File: src/rtl/wisc_pkg.sv
// wisc_pkg: opcodes, control-field encodings and the decoded control bundle for the WISC core
package wisc_pkg;
  localparam logic [4:0] OP_HALT = 5'b00000;
  localparam logic [4:0] OP_NOP  = 5'b00001;
  localparam logic [4:0] OP_J    = 5'b00100;
  localparam logic [4:0] OP_JR   = 5'b00101;
  localparam logic [4:0] OP_JAL  = 5'b00110;
  localparam logic [4:0] OP_JALR = 5'b00111;
  localparam logic [4:0] OP_ST   = 5'b10000;
  localparam logic [4:0] OP_LD   = 5'b10001;
  localparam logic [4:0] OP_SLBI = 5'b10010;
  localparam logic [4:0] OP_STU  = 5'b10011;
  localparam logic [4:0] OP_LBI  = 5'b11000;
  localparam logic [1:0] RD_RT = 2'b00;
  localparam logic [1:0] RD_RS = 2'b01;
  localparam logic [1:0] RD_RD = 2'b10;
  localparam logic [1:0] RD_R7 = 2'b11;
  localparam logic [1:0] RS_PC  = 2'b00;
  localparam logic [1:0] RS_MEM = 2'b01;
  localparam logic [1:0] RS_ALU = 2'b10;
  localparam logic [1:0] RS_IMM = 2'b11;
  localparam logic [1:0] BS_REG   = 2'b00;
  localparam logic [1:0] BS_IMM5  = 2'b01;
  localparam logic [1:0] BS_IMM8  = 2'b10;
  localparam logic [1:0] BS_SHIFT = 2'b11;
  typedef struct packed {
    logic [1:0] reg_dst;
    logic [1:0] reg_src;
    logic [1:0] bsrc;
    logic [4:0] alu_op;
    logic [4:0] brin;
    logic       zext;
    logic       reg_wrt;
    logic       mem_wrt;
    logic       alu_jmp;
    logic       imm_src;
    logic [2:0] wr_reg;
    logic       is_halt;
    logic       is_nop;
    logic       illegal;
  } ctrl_t;
endpackage

File: src/rtl/wisc_ctrl_decode.sv
// wisc_ctrl_decode: combinational opcode decode into the control bundle
// i_instr: instruction word; o_ctrl: control bundle, resolved wr_reg and status flags
module wisc_ctrl_decode
  import wisc_pkg::*;
#(
  parameter int INSTR_W = 16
) (
  input  logic [INSTR_W-1:0] i_instr,
  output ctrl_t              o_ctrl
);
  logic [4:0] w_op;
  logic       w_unused;
  assign w_op = i_instr[INSTR_W-1 -: 5];
  assign w_unused = ^i_instr[1:0];
  always_comb begin
    o_ctrl = '0;
    o_ctrl.alu_op = w_op;
    case (w_op) inside
      5'b01000, 5'b01001: begin
        o_ctrl.reg_src = RS_ALU; o_ctrl.reg_wrt = 1'b1; o_ctrl.bsrc = BS_IMM5;
      end
      5'b01010, 5'b01011, [5'b10100:5'b10111]: begin
        o_ctrl.reg_src = RS_ALU; o_ctrl.reg_wrt = 1'b1; o_ctrl.bsrc = BS_IMM5; o_ctrl.zext = 1'b1;
      end
      OP_ST: begin
        o_ctrl.bsrc = BS_IMM5; o_ctrl.mem_wrt = 1'b1;
      end
      OP_LD: begin
        o_ctrl.reg_src = RS_MEM; o_ctrl.reg_wrt = 1'b1; o_ctrl.bsrc = BS_IMM5;
      end
      OP_STU: begin
        o_ctrl.reg_dst = RD_RS; o_ctrl.reg_src = RS_ALU; o_ctrl.reg_wrt = 1'b1;
        o_ctrl.mem_wrt = 1'b1; o_ctrl.bsrc = BS_IMM5;
      end
      [5'b11001:5'b11111]: begin
        o_ctrl.reg_dst = RD_RD; o_ctrl.reg_src = RS_ALU; o_ctrl.reg_wrt = 1'b1; o_ctrl.bsrc = BS_REG;
      end
      [5'b01100:5'b01111]: o_ctrl.brin = 5'b00001 << w_op[1:0];
      OP_LBI: begin
        o_ctrl.reg_dst = RD_RS; o_ctrl.reg_src = RS_IMM; o_ctrl.reg_wrt = 1'b1; o_ctrl.bsrc = BS_IMM8;
      end
      OP_SLBI: begin
        o_ctrl.reg_dst = RD_RS; o_ctrl.reg_src = RS_IMM; o_ctrl.zext = 1'b1;
        o_ctrl.reg_wrt = 1'b1; o_ctrl.bsrc = BS_SHIFT;
      end
      OP_J: begin
        o_ctrl.brin = 5'b10000; o_ctrl.imm_src = 1'b1;
      end
      OP_JR: begin
        o_ctrl.bsrc = BS_IMM8; o_ctrl.alu_jmp = 1'b1;
      end
      OP_JAL: begin
        o_ctrl.reg_dst = RD_R7; o_ctrl.reg_wrt = 1'b1; o_ctrl.brin = 5'b10000; o_ctrl.imm_src = 1'b1;
      end
      OP_JALR: begin
        o_ctrl.reg_dst = RD_R7; o_ctrl.reg_wrt = 1'b1; o_ctrl.bsrc = BS_IMM8; o_ctrl.alu_jmp = 1'b1;
      end
      OP_HALT: o_ctrl.is_halt = 1'b1;
      OP_NOP: o_ctrl.is_nop = 1'b1;
      default: o_ctrl.illegal = 1'b1;
    endcase
    o_ctrl.wr_reg = o_ctrl.reg_dst == RD_RT ? i_instr[7:5] :
                    o_ctrl.reg_dst == RD_RS ? i_instr[10:8] :
                    o_ctrl.reg_dst == RD_RD ? i_instr[4:2] : 3'd7;
  end
endmodule

File: src/rtl/decode_stage.sv
// decode_stage: buffered decode stage, decodes at push and queues bundles in a DEPTH-entry FIFO
// in_*: fetch handshake; out_*/control/status: head entry (all zero while out_valid=0)
// flush: empties the FIFO and clears halted; halted: sticky after a halt is accepted
module decode_stage
  import wisc_pkg::*;
#(
  parameter int INSTR_W = 16,
  parameter int PC_W    = 16,
  parameter int DEPTH   = 2
) (
  input  logic               clk,
  input  logic               rst_n,
  input  logic               in_valid,
  output logic               in_ready,
  input  logic [INSTR_W-1:0] in_instr,
  input  logic [PC_W-1:0]    in_pc,
  input  logic               flush,
  output logic               out_valid,
  input  logic               out_ready,
  output logic [PC_W-1:0]    out_pc,
  output logic [INSTR_W-1:0] out_instr,
  output logic [1:0]         RegDst,
  output logic [1:0]         RegSrc,
  output logic [1:0]         Bsrc,
  output logic [4:0]         to_ALUOP,
  output logic [4:0]         brin,
  output logic               _0ext,
  output logic               RegWrt,
  output logic               MemWrt,
  output logic               ALUJmp,
  output logic               ImmSrc,
  output logic [2:0]         wr_reg,
  output logic               is_halt,
  output logic               is_nop,
  output logic               illegal,
  output logic               halted
);
  localparam int AW = $clog2(DEPTH);
  localparam logic [AW:0] FULL = (AW+1)'(DEPTH);
  ctrl_t              w_dec, w_head;
  ctrl_t              r_ctrl  [DEPTH];
  logic [PC_W-1:0]    r_pc    [DEPTH];
  logic [INSTR_W-1:0] r_instr [DEPTH];
  logic [AW-1:0]      r_wp, r_rp;
  logic [AW:0]        r_cnt;
  logic               r_halted;
  logic               w_push, w_pop;
  wisc_ctrl_decode #(.INSTR_W(INSTR_W)) u_dec (.i_instr(in_instr), .o_ctrl(w_dec));
  assign in_ready  = r_cnt != FULL && !r_halted;
  assign out_valid = r_cnt != '0;
  assign halted    = r_halted;
  assign w_push    = in_valid && in_ready;
  assign w_pop     = out_valid && out_ready;
  always_ff @(posedge clk or negedge rst_n) begin
    if (!rst_n) begin
      r_wp <= '0;
      r_rp <= '0;
      r_cnt <= '0;
      r_halted <= 1'b0;
    end else if (flush) begin
      r_wp <= '0;
      r_rp <= '0;
      r_cnt <= '0;
      r_halted <= 1'b0;
    end else begin
      if (w_push) r_wp <= r_wp + 1'b1;
      if (w_pop) r_rp <= r_rp + 1'b1;
      r_cnt <= r_cnt + (AW+1)'(w_push) - (AW+1)'(w_pop);
      if (w_push && w_dec.is_halt) r_halted <= 1'b1;
    end
  end
  always_ff @(posedge clk) begin
    if (w_push && !flush) begin
      r_ctrl[r_wp] <= w_dec;
      r_pc[r_wp] <= in_pc;
      r_instr[r_wp] <= in_instr;
    end
  end
  assign w_head    = out_valid ? r_ctrl[r_rp] : '0;
  assign out_pc    = out_valid ? r_pc[r_rp] : '0;
  assign out_instr = out_valid ? r_instr[r_rp] : '0;
  assign RegDst    = w_head.reg_dst;
  assign RegSrc    = w_head.reg_src;
  assign Bsrc      = w_head.bsrc;
  assign to_ALUOP  = w_head.alu_op;
  assign brin      = w_head.brin;
  assign _0ext     = w_head.zext;
  assign RegWrt    = w_head.reg_wrt;
  assign MemWrt    = w_head.mem_wrt;
  assign ALUJmp    = w_head.alu_jmp;
  assign ImmSrc    = w_head.imm_src;
  assign wr_reg    = w_head.wr_reg;
  assign is_halt   = w_head.is_halt;
  assign is_nop    = w_head.is_nop;
  assign illegal   = w_head.illegal;
endmodule

File: config.mk
export PLATFORM = sky130hd
export DESIGN_NAME = decode_stage
export DESIGN_NICKNAME = d
export VERILOG_FILES = /design/src/rtl/wisc_pkg.sv /design/src/rtl/wisc_ctrl_decode.sv /design/src/rtl/decode_stage.sv
export SDC_FILE = /design/constraint.sdc
export NUM_CORES = 1
export LEC_CHECK = 0
export ABC_AREA = 1
export CAP_MARGIN = 0
export CORE_AREA = 5 5 108 100
export DETAILED_ROUTE_END_ITERATION = 12
export DIE_AREA = 0 0 113 105
export PLACE_DENSITY = 0.81
export SETUP_SLACK_MARGIN = 0.4
export SLEW_MARGIN = 10
export SYNTH_ARGS = -nofsm -noshare
export SYNTH_HDL_FRONTEND = slang
export SYNTH_SLANG_ARGS = --single-unit
File: constraint.sdc
create_clock -name clk -period 3.8 [get_ports clk]
set_input_delay 0.95 -clock clk [delete_from_list [all_inputs] [get_ports clk]]
set_output_delay 0.95 -clock clk [all_outputs]
set_load 0.005 [all_outputs]
# After elaboration in Yosys (flattened, before gate mapping)

Memories as Yosys holds them, arrays and structs flattened.
Index checks and enable logic that the tools add are counted.

RAM bits: 118
Register bits: 5
Memories: 3
Output and inout port bits: 62
Input port bits: 37
Logic and storage cells: 210

Memory list:

| name    | words | width | rd ports | clocked after Yosys merged registers in | write ports | line               | RTL |
|---|---|---|---|---|---|---|---|
| r_ctrl  | 2     | 27    | 1        | 0                                       | 1           | decode_stage.sv:41 | `ctrl_t r_ctrl [DEPTH];` |
| r_instr | 2     | 16    | 1        | 0                                       | 1           | decode_stage.sv:43 | `logic [INSTR_W-1:0] r_instr [DEPTH];` |
| r_pc    | 2     | 16    | 1        | 0                                       | 1           | decode_stage.sv:42 | `logic [PC_W-1:0] r_pc [DEPTH];` |

Order comparisons: 6
Reductions and logical operators: 18
Eq/ne operators: 17
Shift operators: 1
Add/sub/neg operators: 4
Mux-type cells: 157

Operators with widths:

| operator            | number |
|---|---|
| $mux 1              | 103 |
| $mux 2              | 36 |
| $mux 5              | 12 |
| $mux 16             | 2 |
| $mux 27             | 1 |
| $eq 5x5->1 const B  | 5 |
| $eq 5x3->1 const B  | 4 |
| $eq 5x4->1 const B  | 4 |
| $ge 5x5->1 const B  | 2 |
| $le 5x5->1 const B  | 2 |
| $mux 3              | 3 |
| $logic_and 1x1->1   | 8 |
| $reduce_bool 2->1   | 4 |
| $eq 5x1->1 const B  | 1 |
| $ge 5x4->1 const B  | 1 |
| $le 5x4->1 const B  | 1 |
| $logic_not 5->1     | 1 |
| $shl 1x2->5 const A | 1 |
| $reduce_or 3->1     | 1 |
| $add 1x1->1 const B | 2 |
| $add 2x1->2         | 1 |
| $eq 2x1->1 const B  | 1 |
| $eq 2x2->1 const B  | 1 |
| $logic_not 1->1     | 2 |
| 4 further kinds     | 4 |

# Logic depth before layout (Yosys ltp)

Word-level depth: 18
Mapped depth: 9
Gate-level depth less buffers: 9

# By module

A second synthesis with hierarchy kept.

Cell total of the unflattened synthesis: 447
Area total of the unflattened synthesis: 5216.3 um^2

By module, submodules not included:

| module           | cells each | times used | area each (um^2) | seq. area each (um^2) |
|---|---|---|---|---|
| decode_stage     | 357        | 1          | 4753.3           | 3668.5 |
| wisc_ctrl_decode | 90         | 1          | 462.9            | 0.0 |

# Worst setup path before layout

No wires, ideal clock.

Path kind: input-to-reg
From: input port in_valid
To: memory r_ctrl[0][0] (netlist bit) (enable)
Path slack: -0.064 ns
Data arrival time: 3.401 ns
Cell stages on the path: 3
Required time: 3.336 ns
Setup time: 0.464 ns
Buffers on the path: 0
Cell sequence: and2_1 nand2_1 nor2_1

Word-level cells in the longest chain between the ends: 4

Ends and longest elaborated chain:

| what                         | line               | RTL |
|---|---|---|
| from (decl)                  | decode_stage.sv:13 | `input logic in_valid,` |
| $logic_and 1x1->1            | decode_stage.sv:52 | `assign w_push = in_valid && in_ready;` |
| $logic_and 1x1->1            | decode_stage.sv:73 | `if (w_push && !flush) begin` |
| $mux 1                       | decode_stage.sv:73 |  |
| $mux 1 (implied by the code) | decode_stage.sv:74 | `r_ctrl[r_wp] <= w_dec;` |
| to (decl)                    | decode_stage.sv:41 |  |

Every way passes these cells.

# Worst setup path after layout

From: register r_rp
To: output port out_instr[11]

Word-level cells in the longest chain between the ends: 2

Ends and longest elaborated chain:

| what                   | line               | RTL |
|---|---|---|
| from (decl)            | decode_stage.sv:44 | `logic [AW-1:0] r_wp, r_rp;` |
| from (signal assigned) | decode_stage.sv:67 | `if (w_pop) r_rp <= r_rp + 1'b1;` |
| $mem_v2 2x16           | n/a                |  |
| $mux 16                | decode_stage.sv:81 | `assign out_instr = out_valid ? r_instr[r_rp] : '0;` |
| to (decl)              | decode_stage.sv:21 | `output logic [INSTR_W-1:0] out_instr,` |

Every way passes these cells.

==> reports/metrics.csv <==
metric;value;unit
DRT antenna net count;0;
final period utilization;85.4;%
DIE AREA;11900;um^2
fin nets;546;
setup slack, reg-to-reg;1.72;ns
hold path depth;2;
worst slack, placed;0.893;ns
DP Cell Count;622;
die height;105;um
Core Util, Final;63.1;%
Post-synth ARST share;4.50;%
CP Buf/Inv Count;3;
max_cap viols;0;
cell area after placement;5820;um^2
Critical Path Source Type;flip-flop;
Peak VDD IR;0.256;mV
endpoint class of the critical path;output pin;
slowest library cell on the worst path;dfrtp_4;
count of cell types in the netlist;28;
setup ws final;0.556;ns
CP Class;flip-flop to output pin;
worst skew pair latency;0.36;ns
antenna violations before repair;0;
via count;3257;
core outline area;9490;um^2
final hold vios;0;
share of layout cells above drive strength 1;9.18;%
Worst R2R Start;r_cnt[1];
gpl congestion;0.847;
# H-tree levels;3;
n_diodes;0;
post-route insts no fill;638;
final setup fails;0;
Syn Inst Count;414;
Leakage;0.00224;uW
FF-to-FF End;r_cnt[1];
CTS tree;done;
Slew HR;58.6;%
CTS clock-pin slew for the worst setup and hold paths;0.09;ns
sequential share of the synthesized area;70.3;%
CTS buffer count;9;
vias in the first global route;3104;
clk root buf;clkbuf_8;
#FFs+latches synth;111;
drt via density;5.11;
HP Class;flip-flop to flip-flop;
Initial Utilization;49.6;%
Hold Path End;halted;
CTS Buffer Depth;2;
Congestion Overflow GR;0;
largest net degree at the start of global routing;56;
Final Instance Area;5990;um^2
synthesized cell area;4700;um^2
post-CTS setup buffers;0;
most frequent cells after synthesis;nand2_1, edfxtp_1, a21oi_1;
Sink Count;111;
Chip Width;113;um
post-layout minimum cycle time;3.24;ns
Avg Cell Area, Syn;11.4;um^2
total global-route track usage;16.2;%
cell count along the critical path;5;
drt first pass iters;5;
Worst EP arrival;2.29;ns
pwr dens;576;nW/um^2
Avg WL per Cell;15.5;um
IO Pins;99;
HP Start;halted;
post-DP HPWL;6710;um
Area Growth Syn to Fin;27.3;%
CTS Hold Bufs;0;
Initial DRC Count;253;
Post-synth EDFFs;106;
first-pass GRT wire length;15100;um
Rows;34;
clock skew;0.00763;ns
worst-margin pin slew;0.621;ns
Slew Viols, Final;0;
DRT Wirelength;9860;um
Syn Nets;453;
CP delay by family, top;buffers and inverters;
Filler cells;714;
Reg2Reg Depth;8;
RSZ-0062 raised after global routing;true;
Crit path largest cell delay;0.62;ns
Req. time, crit path;2.85;ns
cells along the critical path;clkinv_2 -> buf_4 -> nand2_1 -> a21oi_1 -> clkdlybuf4s50_1;
Peak Freq;308;MHz
most frequent cell after synthesis;nand2_1;
Synth area leader;edfxtp_1;
final setup TNS;0;ns
critical path peak fanout;27;
Synth Flop Type;edfxtp_1;
status;finished clean;
synth top area cells;edfxtp_1, nand2_1, a21oi_1;
area share of the largest cell type after synthesis;67.7;%
Remaining DRCs;0;
PortBufs;98;
Synth Warn #;0;
==> logic make-up after synthesis <==
| family | after synthesis | synth area share (%) |
|---|---|---|
| AND/OR/NAND/NOR | 185 | 17.3 |
| flip-flops | 111 | 70.3 |
| AO/OA/AOI/OAI | 64 | 6.97 |
| buffers and inverters | 51 | 4.73 |
| adder cells (fa/ha/maj) | 2 | 0.532 |
| XOR/XNOR | 1 | 0.186 |
==> stage by stage <==
stage                     hold WS (ns)  total power [uW]
after floorplan                  0.479              2140
after global placement           0.519              2860
after detailed placement         0.530              2890
after CTS                        0.552              3480
after global routing             0.587              3640
final                            0.543              3450
==> what timing repair did <==
item	in CTS	in global routing
gates resized for setup	0	2
hold endpoints to repair	0	0
endpoints found under the setup margin	0	13
==> power breakdown <==
part / internal, uW / switching [uW] / total [uW]
logic: 662 / 650 / 1310
clock network: 233 / 364 / 597
registers: 1480 / 65.6 / 1540
==> area by class of cell <==
type                            count  area [um^2]  area share [%]
Clock buffer                        9          124            2.07
Clock inverter                      7         38.8           0.647
Inverter                           28          106            1.78
Multi-Input combinational cell    252         1190            19.9
Sequential cell                   111         3310            55.3
Tap cell                          126          158            2.63
Timing Repair Buffer              105         1060            17.7
==> worst max-delay path by stage <==
stage / start / end / slack (ns)
final: r_rp / out_instr[11] / 0.56
after global routing: r_rp / out_instr[14] / 0.40
after CTS: r_rp / out_instr[11] / 0.47
after global placement: r_rp / brin[4] / 0.94
after floorplan: in_valid / r_ctrl[0][0] / 0.82
after detailed placement: r_rp / out_instr[11] / 0.89
==> worst register-to-register path: cells and delay by family, from the launching register on <==
kind / cells / cell delay, ns
AO/OA/AOI/OAI: 2 / 0.23
buffers and inverters: 2 / 0.53
AND/OR/NAND/NOR: 2 / 0.28
flip-flops: 1 / 0.44
adder cells (fa/ha/maj): 2 / 0.49
==> per-layer routing <==
metal | global-route usage [%] | routed length (um) | vias to the layer above
met5 | 0 | 0 | -
met4 | 6.52 | 149 | 0
met3 | 3.70 | 654 | 12
met2 | 27.0 | 4880 | 106
met1 | 20.5 | 4180 | 1550
li1 | - | - | 1589
==> state kept, by name, summed over array words and instances, names as in the netlist <==
name     flops
r_instr     26
r_wp         1
r_ctrl      48
r_pc        32
r_cnt        2
halted       1
r_rp         1
==> placed cells by master, fill, tap and decap left out <==
cell	synthesis	layout
nand2_1	133	133
edfxtp_1	106	106
clkdlybuf4s50_1	0	98
a21oi_1	56	56
inv_1	21	21
nand3_1	14	14
nor2_1	12	10
clkbuf_8	0	9
inv_2	7	6
nor2_4	3	6
nor2_2	6	5
buf_4	6	5
o21ai_0	4	4
dfrtp_1	5	4
nand2_2	3	3
nand2_4	3	3
clkinv_2	0	3
or2_0	3	3
nor3_1	3	3
clkinv_1	0	3
nand3_2	2	2
ha_1	2	2
buf_12	0	2
o21ai_1	1	1
o211ai_1	1	1
nand3b_1	1	1
and2_1	1	1
nand4_1	1	1
o2111ai_1	1	1
xor2_1	1	1
o22ai_1	1	1
clkinv_4	0	1
inv_6	0	1
dfrtp_4	0	1
No activity file was read; power rests on OpenSTA's default activity.
